===== config.mk =====
export PLATFORM = sky130hd
export DESIGN_NAME = alu_arbiter_flat
export DESIGN_NICKNAME = d
export VERILOG_FILES = /design/src/rtl/alu_pkg.sv /design/src/rtl/alu_arbiter_if.sv /design/src/rtl/alu_arbiter_alu_16.sv /design/src/rtl/alu_arbiter.sv /design/src/flat_wrapper.sv
export SDC_FILE = /design/constraint.sdc
export NUM_CORES = 1
export LEC_CHECK = 0
export CORE_MARGIN = 8
export CORE_UTILIZATION = 55
export DETAILED_ROUTE_END_ITERATION = 10
export HOLD_SLACK_MARGIN = 0.05
export PLACE_DENSITY = 0.84
export SLEW_MARGIN = 20
export SYNTH_ARGS = -nofsm -noshare
export SYNTH_HDL_FRONTEND = slang
export SYNTH_SLANG_ARGS = --single-unit

===== constraint.sdc =====
create_clock -name clk -period 7.1 [get_ports clk]
set_clock_uncertainty 0.2 [all_clocks]
set_input_delay 1.42 -clock clk [delete_from_list [all_inputs] [get_ports clk]]
set_output_delay 1.42 -clock clk [all_outputs]
set_load 0.01 [all_outputs]

===== src/rtl/alu_pkg.sv =====
// Shared ALU opcode set and arbiter state encoding, imported by the ALU and the
// alu_arbiter slice.
package alu_pkg;

  localparam int unsigned DATA_W = 16;
  localparam int unsigned CNT_W  = 4;

  typedef enum logic [2:0] {
    OP_ADD  = 3'd0,
    OP_SUB  = 3'd1,
    OP_NAND = 3'd2,
    OP_XOR  = 3'd3,
    OP_INC  = 3'd4,
    OP_SRA  = 3'd5,
    OP_SRL  = 3'd6,
    OP_SLL  = 3'd7
  } alu_op_t;

  typedef enum logic [1:0] {
    IDLE  = 2'd0,
    LOCK0 = 2'd1,
    LOCK1 = 2'd2
  } arb_state_t;

  // Flags with a sign meaning are only produced by the add/subtract pair.
  function automatic logic op_is_arith(input logic [2:0] op);
    return (op == OP_ADD) || (op == OP_SUB);
  endfunction

endpackage


===== src/rtl/alu_arbiter_if.sv =====
// Two-requester operation bus plus registered response channel of alu_arbiter.
interface alu_arbiter_if;
  import alu_pkg::*;

  logic              req0_valid;
  logic              req0_ready;
  logic [2:0]        req0_op;
  logic [DATA_W-1:0] req0_a;
  logic [DATA_W-1:0] req0_b;
  logic              req0_lock;

  logic              req1_valid;
  logic              req1_ready;
  logic [2:0]        req1_op;
  logic [DATA_W-1:0] req1_a;
  logic [DATA_W-1:0] req1_b;
  logic              req1_lock;

  logic              rsp_valid;
  logic              rsp_ready;
  logic              rsp_id;
  logic [DATA_W-1:0] rsp_result;
  logic              rsp_z;
  logic              rsp_v;
  logic              rsp_n;

  modport slave (
    input  req0_valid, req0_op, req0_a, req0_b, req0_lock,
    input  req1_valid, req1_op, req1_a, req1_b, req1_lock,
    input  rsp_ready,
    output req0_ready, req1_ready,
    output rsp_valid, rsp_id, rsp_result, rsp_z, rsp_v, rsp_n
  );

  modport master (
    output req0_valid, req0_op, req0_a, req0_b, req0_lock,
    output req1_valid, req1_op, req1_a, req1_b, req1_lock,
    output rsp_ready,
    input  req0_ready, req1_ready,
    input  rsp_valid, rsp_id, rsp_result, rsp_z, rsp_v, rsp_n
  );

endinterface


===== src/rtl/alu_arbiter_alu_16.sv =====
// ALU_16: combinational 16-bit ALU producing result plus z/v/n flags.
module alu_16
  import alu_pkg::*;
(
  input  logic [2:0]        op,
  input  logic [DATA_W-1:0] a,
  input  logic [DATA_W-1:0] b,
  output logic [DATA_W-1:0] result,
  output logic              z,
  output logic              v,
  output logic              n
);

  logic [DATA_W-1:0] sum;
  logic [DATA_W-1:0] diff;
  logic              v_add;
  logic              v_sub;
  logic [3:0]        sh;

  always_comb begin
    sum   = a + b;
    diff  = a - b;
    sh    = b[3:0];
    v_add = (a[15] == b[15]) && (sum[15] != a[15]);
    v_sub = (a[15] != b[15]) && (diff[15] != a[15]);
    result = '0;
    unique case (alu_op_t'(op))
      OP_ADD:  result = sum;
      OP_SUB:  result = diff;
      OP_NAND: result = ~(a & b);
      OP_XOR:  result = a ^ b;
      OP_INC:  result = a + 16'd1;
      OP_SRA:  result = $unsigned($signed(a) >>> sh);
      OP_SRL:  result = a >> sh;
      OP_SLL:  result = a << sh;
      default: result = '0;
    endcase
    z = (result == '0);
    n = op_is_arith(op) ? result[15] : 1'b0;
    // Overflow reports the subtract check for every op other than ADD.
    v = (alu_op_t'(op) == OP_ADD) ? v_add : v_sub;
  end

endmodule


===== src/rtl/alu_arbiter.sv =====
// Two-port lockable arbiter in front of a single ALU_16 with a one-deep response
// register. Define ALU_ARBITER_RR_EN for round-robin idle arbitration.
module alu_arbiter
  import alu_pkg::*;
#(
  parameter int unsigned LOCK_MAX = 4
) (
  input logic         clk,
  input logic         rst,
  alu_arbiter_if.slave bus
);

  arb_state_t        state, state_nx;
  logic [CNT_W-1:0]  cnt, cnt_nx;
  logic              ptr, ptr_nx;

  logic              slot_free;
  logic              win1;
  logic              rdy0, rdy1;
  logic              xfer;
  logic              gid;
  logic              glock;
  logic [CNT_W-1:0]  cnt_inc;

  logic [2:0]        g_op;
  logic [DATA_W-1:0] g_a, g_b;
  logic [DATA_W-1:0] alu_result;
  logic              alu_z, alu_v, alu_n;

  logic              rsp_valid_q;
  logic              rsp_id_q;
  logic [DATA_W-1:0] rsp_result_q;
  logic              rsp_z_q, rsp_v_q, rsp_n_q;

  assign slot_free = !rsp_valid_q || bus.rsp_ready;

  always_comb begin
    state_nx = state;
    cnt_nx   = cnt;
    ptr_nx   = ptr;
    win1     = 1'b0;
    rdy0     = 1'b0;
    rdy1     = 1'b0;
    cnt_inc  = cnt + 4'd1;

    unique case (state)
      IDLE: begin
        if (bus.req0_valid && bus.req1_valid) begin
`ifdef ALU_ARBITER_RR_EN
          win1 = (ptr == 1'b0);
`else
          win1 = 1'b0;
`endif
        end else begin
          win1 = bus.req1_valid;
        end
        rdy0 = slot_free && bus.req0_valid && !win1;
        rdy1 = slot_free && bus.req1_valid && win1;
      end
      LOCK0:   rdy0 = slot_free && bus.req0_valid;
      LOCK1:   rdy1 = slot_free && bus.req1_valid;
      default: state_nx = IDLE;
    endcase

    if (rst) begin
      rdy0 = 1'b0;
      rdy1 = 1'b0;
    end

    xfer  = rdy0 || rdy1;
    gid   = rdy1;
    glock = gid ? bus.req1_lock : bus.req0_lock;

    if (xfer) begin
      ptr_nx = gid;
      if (state == IDLE) begin
        if (glock) begin
          state_nx = gid ? LOCK1 : LOCK0;
          cnt_nx   = 4'd1;
        end
      end else if (!glock || cnt_inc == CNT_W'(LOCK_MAX)) begin
        // Hitting the lock budget releases ownership even if lock is still asked.
        state_nx = IDLE;
        cnt_nx   = '0;
      end else begin
        cnt_nx = cnt_inc;
      end
    end
  end

  always_ff @(posedge clk or posedge rst) begin
    if (rst) begin
      state <= IDLE;
      cnt   <= '0;
      ptr   <= 1'b1;
    end else begin
      state <= state_nx;
      cnt   <= cnt_nx;
      ptr   <= ptr_nx;
    end
  end

  assign g_op = gid ? bus.req1_op : bus.req0_op;
  assign g_a  = gid ? bus.req1_a  : bus.req0_a;
  assign g_b  = gid ? bus.req1_b  : bus.req0_b;

  alu_16 u_alu (
    .op     (g_op),
    .a      (g_a),
    .b      (g_b),
    .result (alu_result),
    .z      (alu_z),
    .v      (alu_v),
    .n      (alu_n)
  );

  always_ff @(posedge clk or posedge rst) begin
    if (rst) begin
      rsp_valid_q  <= 1'b0;
      rsp_id_q     <= 1'b0;
      rsp_result_q <= '0;
      rsp_z_q      <= 1'b0;
      rsp_v_q      <= 1'b0;
      rsp_n_q      <= 1'b0;
    end else if (xfer) begin
      rsp_valid_q  <= 1'b1;
      rsp_id_q     <= gid;
      rsp_result_q <= alu_result;
      rsp_z_q      <= alu_z;
      rsp_v_q      <= alu_v;
      rsp_n_q      <= alu_n;
    end else if (bus.rsp_ready) begin
      rsp_valid_q  <= 1'b0;
    end
  end

  assign bus.req0_ready = rdy0;
  assign bus.req1_ready = rdy1;
  assign bus.rsp_valid  = rsp_valid_q;
  assign bus.rsp_id     = rsp_id_q;
  assign bus.rsp_result = rsp_result_q;
  assign bus.rsp_z      = rsp_z_q;
  assign bus.rsp_v      = rsp_v_q;
  assign bus.rsp_n      = rsp_n_q;

endmodule


===== src/flat_wrapper.sv =====
// flat-port wrapper written by rule: the top's interface ports become plain ports
module alu_arbiter_flat import alu_pkg::*;
#(
  parameter int unsigned LOCK_MAX = 4
)
  (clk, rst, bus_req0_valid, bus_req0_op, bus_req0_a, bus_req0_b, bus_req0_lock, bus_req1_valid, bus_req1_op, bus_req1_a, bus_req1_b, bus_req1_lock, bus_rsp_ready, bus_req0_ready, bus_req1_ready, bus_rsp_valid, bus_rsp_id, bus_rsp_result, bus_rsp_z, bus_rsp_v, bus_rsp_n);
  alu_arbiter_if bus_i ();
  input logic clk;
  input logic rst;
  input wire logic [$bits(bus_i.req0_valid)-1:0] bus_req0_valid;
  input wire logic [$bits(bus_i.req0_op)-1:0] bus_req0_op;
  input wire logic [$bits(bus_i.req0_a)-1:0] bus_req0_a;
  input wire logic [$bits(bus_i.req0_b)-1:0] bus_req0_b;
  input wire logic [$bits(bus_i.req0_lock)-1:0] bus_req0_lock;
  input wire logic [$bits(bus_i.req1_valid)-1:0] bus_req1_valid;
  input wire logic [$bits(bus_i.req1_op)-1:0] bus_req1_op;
  input wire logic [$bits(bus_i.req1_a)-1:0] bus_req1_a;
  input wire logic [$bits(bus_i.req1_b)-1:0] bus_req1_b;
  input wire logic [$bits(bus_i.req1_lock)-1:0] bus_req1_lock;
  input wire logic [$bits(bus_i.rsp_ready)-1:0] bus_rsp_ready;
  output wire logic [$bits(bus_i.req0_ready)-1:0] bus_req0_ready;
  output wire logic [$bits(bus_i.req1_ready)-1:0] bus_req1_ready;
  output wire logic [$bits(bus_i.rsp_valid)-1:0] bus_rsp_valid;
  output wire logic [$bits(bus_i.rsp_id)-1:0] bus_rsp_id;
  output wire logic [$bits(bus_i.rsp_result)-1:0] bus_rsp_result;
  output wire logic [$bits(bus_i.rsp_z)-1:0] bus_rsp_z;
  output wire logic [$bits(bus_i.rsp_v)-1:0] bus_rsp_v;
  output wire logic [$bits(bus_i.rsp_n)-1:0] bus_rsp_n;
  assign bus_i.req0_valid = bus_req0_valid;
  assign bus_i.req0_op = bus_req0_op;
  assign bus_i.req0_a = bus_req0_a;
  assign bus_i.req0_b = bus_req0_b;
  assign bus_i.req0_lock = bus_req0_lock;
  assign bus_i.req1_valid = bus_req1_valid;
  assign bus_i.req1_op = bus_req1_op;
  assign bus_i.req1_a = bus_req1_a;
  assign bus_i.req1_b = bus_req1_b;
  assign bus_i.req1_lock = bus_req1_lock;
  assign bus_i.rsp_ready = bus_rsp_ready;
  assign bus_req0_ready = bus_i.req0_ready;
  assign bus_req1_ready = bus_i.req1_ready;
  assign bus_rsp_valid = bus_i.rsp_valid;
  assign bus_rsp_id = bus_i.rsp_id;
  assign bus_rsp_result = bus_i.rsp_result;
  assign bus_rsp_z = bus_i.rsp_z;
  assign bus_rsp_v = bus_i.rsp_v;
  assign bus_rsp_n = bus_i.rsp_n;
  alu_arbiter #(.LOCK_MAX(LOCK_MAX)) u_core (.clk(clk), .rst(rst), .bus(bus_i));
endmodule

==> reports/qor.txt, run 1 <==
Tmin final - 6416 ps
final-report hold violation count - 0
critical path required time - 7090 ps
reg-to-reg startpoint - u_core.state[0]$_DFF_PP0_
Startpoint Class - primary input
clock latency on the worst-skew pair - 260 ps
total CTS buffers - 3
critical path arrival - 6410 ps
Antenna Cells - 0
min-delay src - u_core.bus.rsp_result[13]$_DFFE_PP0P_
Slew Viols, Final - 0
Row Count - 43
total power - 1.405 mW
relative slew slack - 42.83%
DR vias/cell - 7.022
DRC - 0
Clock Tree Buf Depth - 2
top-count cell post-synth - nand2_1
setup slack after layout - 684.4 ps
total die area - 0.01813 mm²
Buf+Inv Stages, Crit Path - 4
syn avg cell area - 7.540 µm²
P&R area growth vs syn - 13.36%
post-CTS sizing - 0
setup bufs post-CTS - 0
Crit path largest cell delay - 650 ps
fin crit share - 90.36%
outcome - finished clean
Worst R2R End - u_core.bus.rsp_z$_DFFE_PP0P_
gr usage total - 32.06%
Synth cell types - 85
GRT overflow - 0
final setup violation count - 0
initial antenna violation count - 0
Core ar. - 0.01383 mm²
slowest cell on the critical path - a2111oi_0
Cells after Synth - 1,027
HPWL Detailed - 23.34 mm
initial core utilization - 56.00%
RSZ-0062 raised after global routing - no
1st-iter DRT viols - 1,339
CTS Hold Bufs - 0
IO buf count - 99
first-pass GRT wire length - 46.33 mm
Hold EP - u_core.bus.rsp_result[13]$_DFFE_PP0P_
Worst VDD drop - 0.0001102 V
sequential share of the synthesized area - 8.725%
CP delay by family, top - compound AO/OA/AOI/OAI gates
CP Capture Type - flop
Fmax - 0.1559 GHz
Die Wd - 134.7 µm
Synthesis Warnings - 0
wirelength, routed - 30.14 mm
clk root buf - clkbuf_16
TritonCTS clock tree - done
Worst-Margin Slew - 846.5 ps
CP cell instances - clkdlybuf4s50_1, nor2b_2, nand4_4, inv_2, buf_4, nand2_1, nand2_1, inv_1, fa_1, nor2b_1, o31a_1, o211ai_1, a31oi_1, a21oi_1, o21bai_1, mux2_2, a2111oi_0, nand3_1, o21ai_1
pre-CTS WS - 567.6 ps
RePlAce Congestion - 1.031
I/O pin total - 100
DIE HEIGHT - 134.7 µm
share of layout cells above drive strength 1 - 11.57%
largest net degree at the start of global routing - 59
synthesized flop and latch total - 27
ys async rst share - 100.0%
r2r setup slk - 1870 ps
Synth area leaders - mux4_2, dfrtp_1, mux2i_1, nand2_1, mux2_2
worst hold path type - flop to flop
Post-synth top cells - nand2_1, nor2_1, mux2i_1
P per Cell Area - 160.0 mW/mm²
drt first pass iters - 6
drt wl/cell - 24.24 µm
CP dominant cell by count - nand2_1
Leak - 3.543 nW
syn nets - 1,142
max-cap viol count - 0
WHS - 278.9 ps
crit path max fanout - 25
Post-Route Setup TNS - 0 ps
Post-synth EDFFs - 0
vias - 8,728
synthesized area - 0.007744 mm²
number of global-route vias before repair - 8,085
Clock transition at path regs - 70 ps
fin nets - 1,179
FF-to-FF path depth - 18
Hold Path Stages - 2
Yosys top cell by area - mux4_2
remaining antenna violation count after routing - 0
top cell type's share of synthesized area - 9.307%
Crit Path Class - primary input to flop
Top FF cell, synth - dfrtp_1
Clock Sinks - 27
H-tree Lvls - 1
[cells by family after synthesis]
kind of cell	Yosys count	share of synthesized area [%]
simple gates	401	25.17
xor+xnor	27	3.054
buf+inv	138	7.820
flops	27	8.725
fa+ha+maj	38	6.334
compound gates	247	22.98
mux	149	25.92
[report_power, final]
group / switching (mW) / total [mW] / internal, mW
sequential: 0.0432 / 0.253 / 0.210
clock: 0.0527 / 0.129 / 0.0766
combinational: 0.588 / 1.02 / 0.434
[tightest hold or removal path: stages, from the launching register on]
cell     delay (ps)
dfrtp_1         340
nand2_1          50
o21ai_0          60
[metal layers]
layer	share of wire (%)	global-route usage [%]	vias to the layer above
li1	-	-	3920
met1	39	42.66	4111
met2	44	49.10	603
met3	12	6.947	94
met4	4.4	12.85	0
met5	0	1.458	-
[layout by cell type (no fill, tap or decap), types with 39 or more instances in the layout]
cell               n
inv_1             44
nand3_1           39
a21oi_1           39
mux2i_1           64
nand2_1          146
nor2_1            79
mux2_2            42
clkdlybuf4s50_1   97
[registers in the layout (all words and copies together), names as in the netlist]
name,cells
u_core.bus.rsp_result,16
u_core.cnt,4
u_core.state,2
u_core.bus.rsp_id,1
u_core.bus.rsp_n,1
u_core.bus.rsp_v,1
u_core.bus.rsp_valid,1
u_core.bus.rsp_z,1
[stage by stage]
step | cells | util (%) | instance area [µm²]
after detailed placement | 1239 | 62.89 | 8696
after CTS | 1243 | 63.49 | 8778
final | 1243 | 63.49 | 8778
after global routing | 1243 | 63.49 | 8778
after floorplan | 1027 | - | 7744
after global placement | 1239 | 62.89 | 8696
[layout make-up]
class,instances,area (µm²)
clock buffers,3,75.07
clock inverters,1,7.507
fillers,1263,5049
inverters,49,186.4
multi-input cells,862,6462
flip-flops and latches,27,675.6
well taps,180,225.2
repair buffers,121,1146
[worst max path at each step]
| stage | startpoint | end | cells after the start |
|---|---|---|---|
| floorplan | rst | u_core.bus.rsp_z$_DFFE_PP0P_ | 23 |
| global placement | bus_req1_valid | u_core.bus.rsp_z$_DFFE_PP0P_ | 19 |
| detailed placement | bus_req1_valid | u_core.bus.rsp_z$_DFFE_PP0P_ | 19 |
| CTS | bus_req1_valid | u_core.bus.rsp_z$_DFFE_PP0P_ | 19 |
| global route | bus_req1_valid | u_core.bus.rsp_z$_DFFE_PP0P_ | 18 |
| finish | bus_req1_valid | u_core.bus.rsp_z$_DFFE_PP0P_ | 19 |
Note: power is estimated with default switching activity, not from simulation.
==> inputs of run 2 (changes only) <==
--- a/config.mk
+++ b/config.mk
@@ -7,6 +7,7 @@
 export LEC_CHECK = 0
 export CORE_MARGIN = 8
 export CORE_UTILIZATION = 55
+export CTS_BUF_LIST = sky130_fd_sc_hd__clkbuf_8 sky130_fd_sc_hd__clkbuf_16
 export DETAILED_ROUTE_END_ITERATION = 10
 export HOLD_SLACK_MARGIN = 0.05
 export PLACE_DENSITY = 0.84
==> results of run 2 <==
The final DEF is identical to that of run 1; final timing and power are the same.
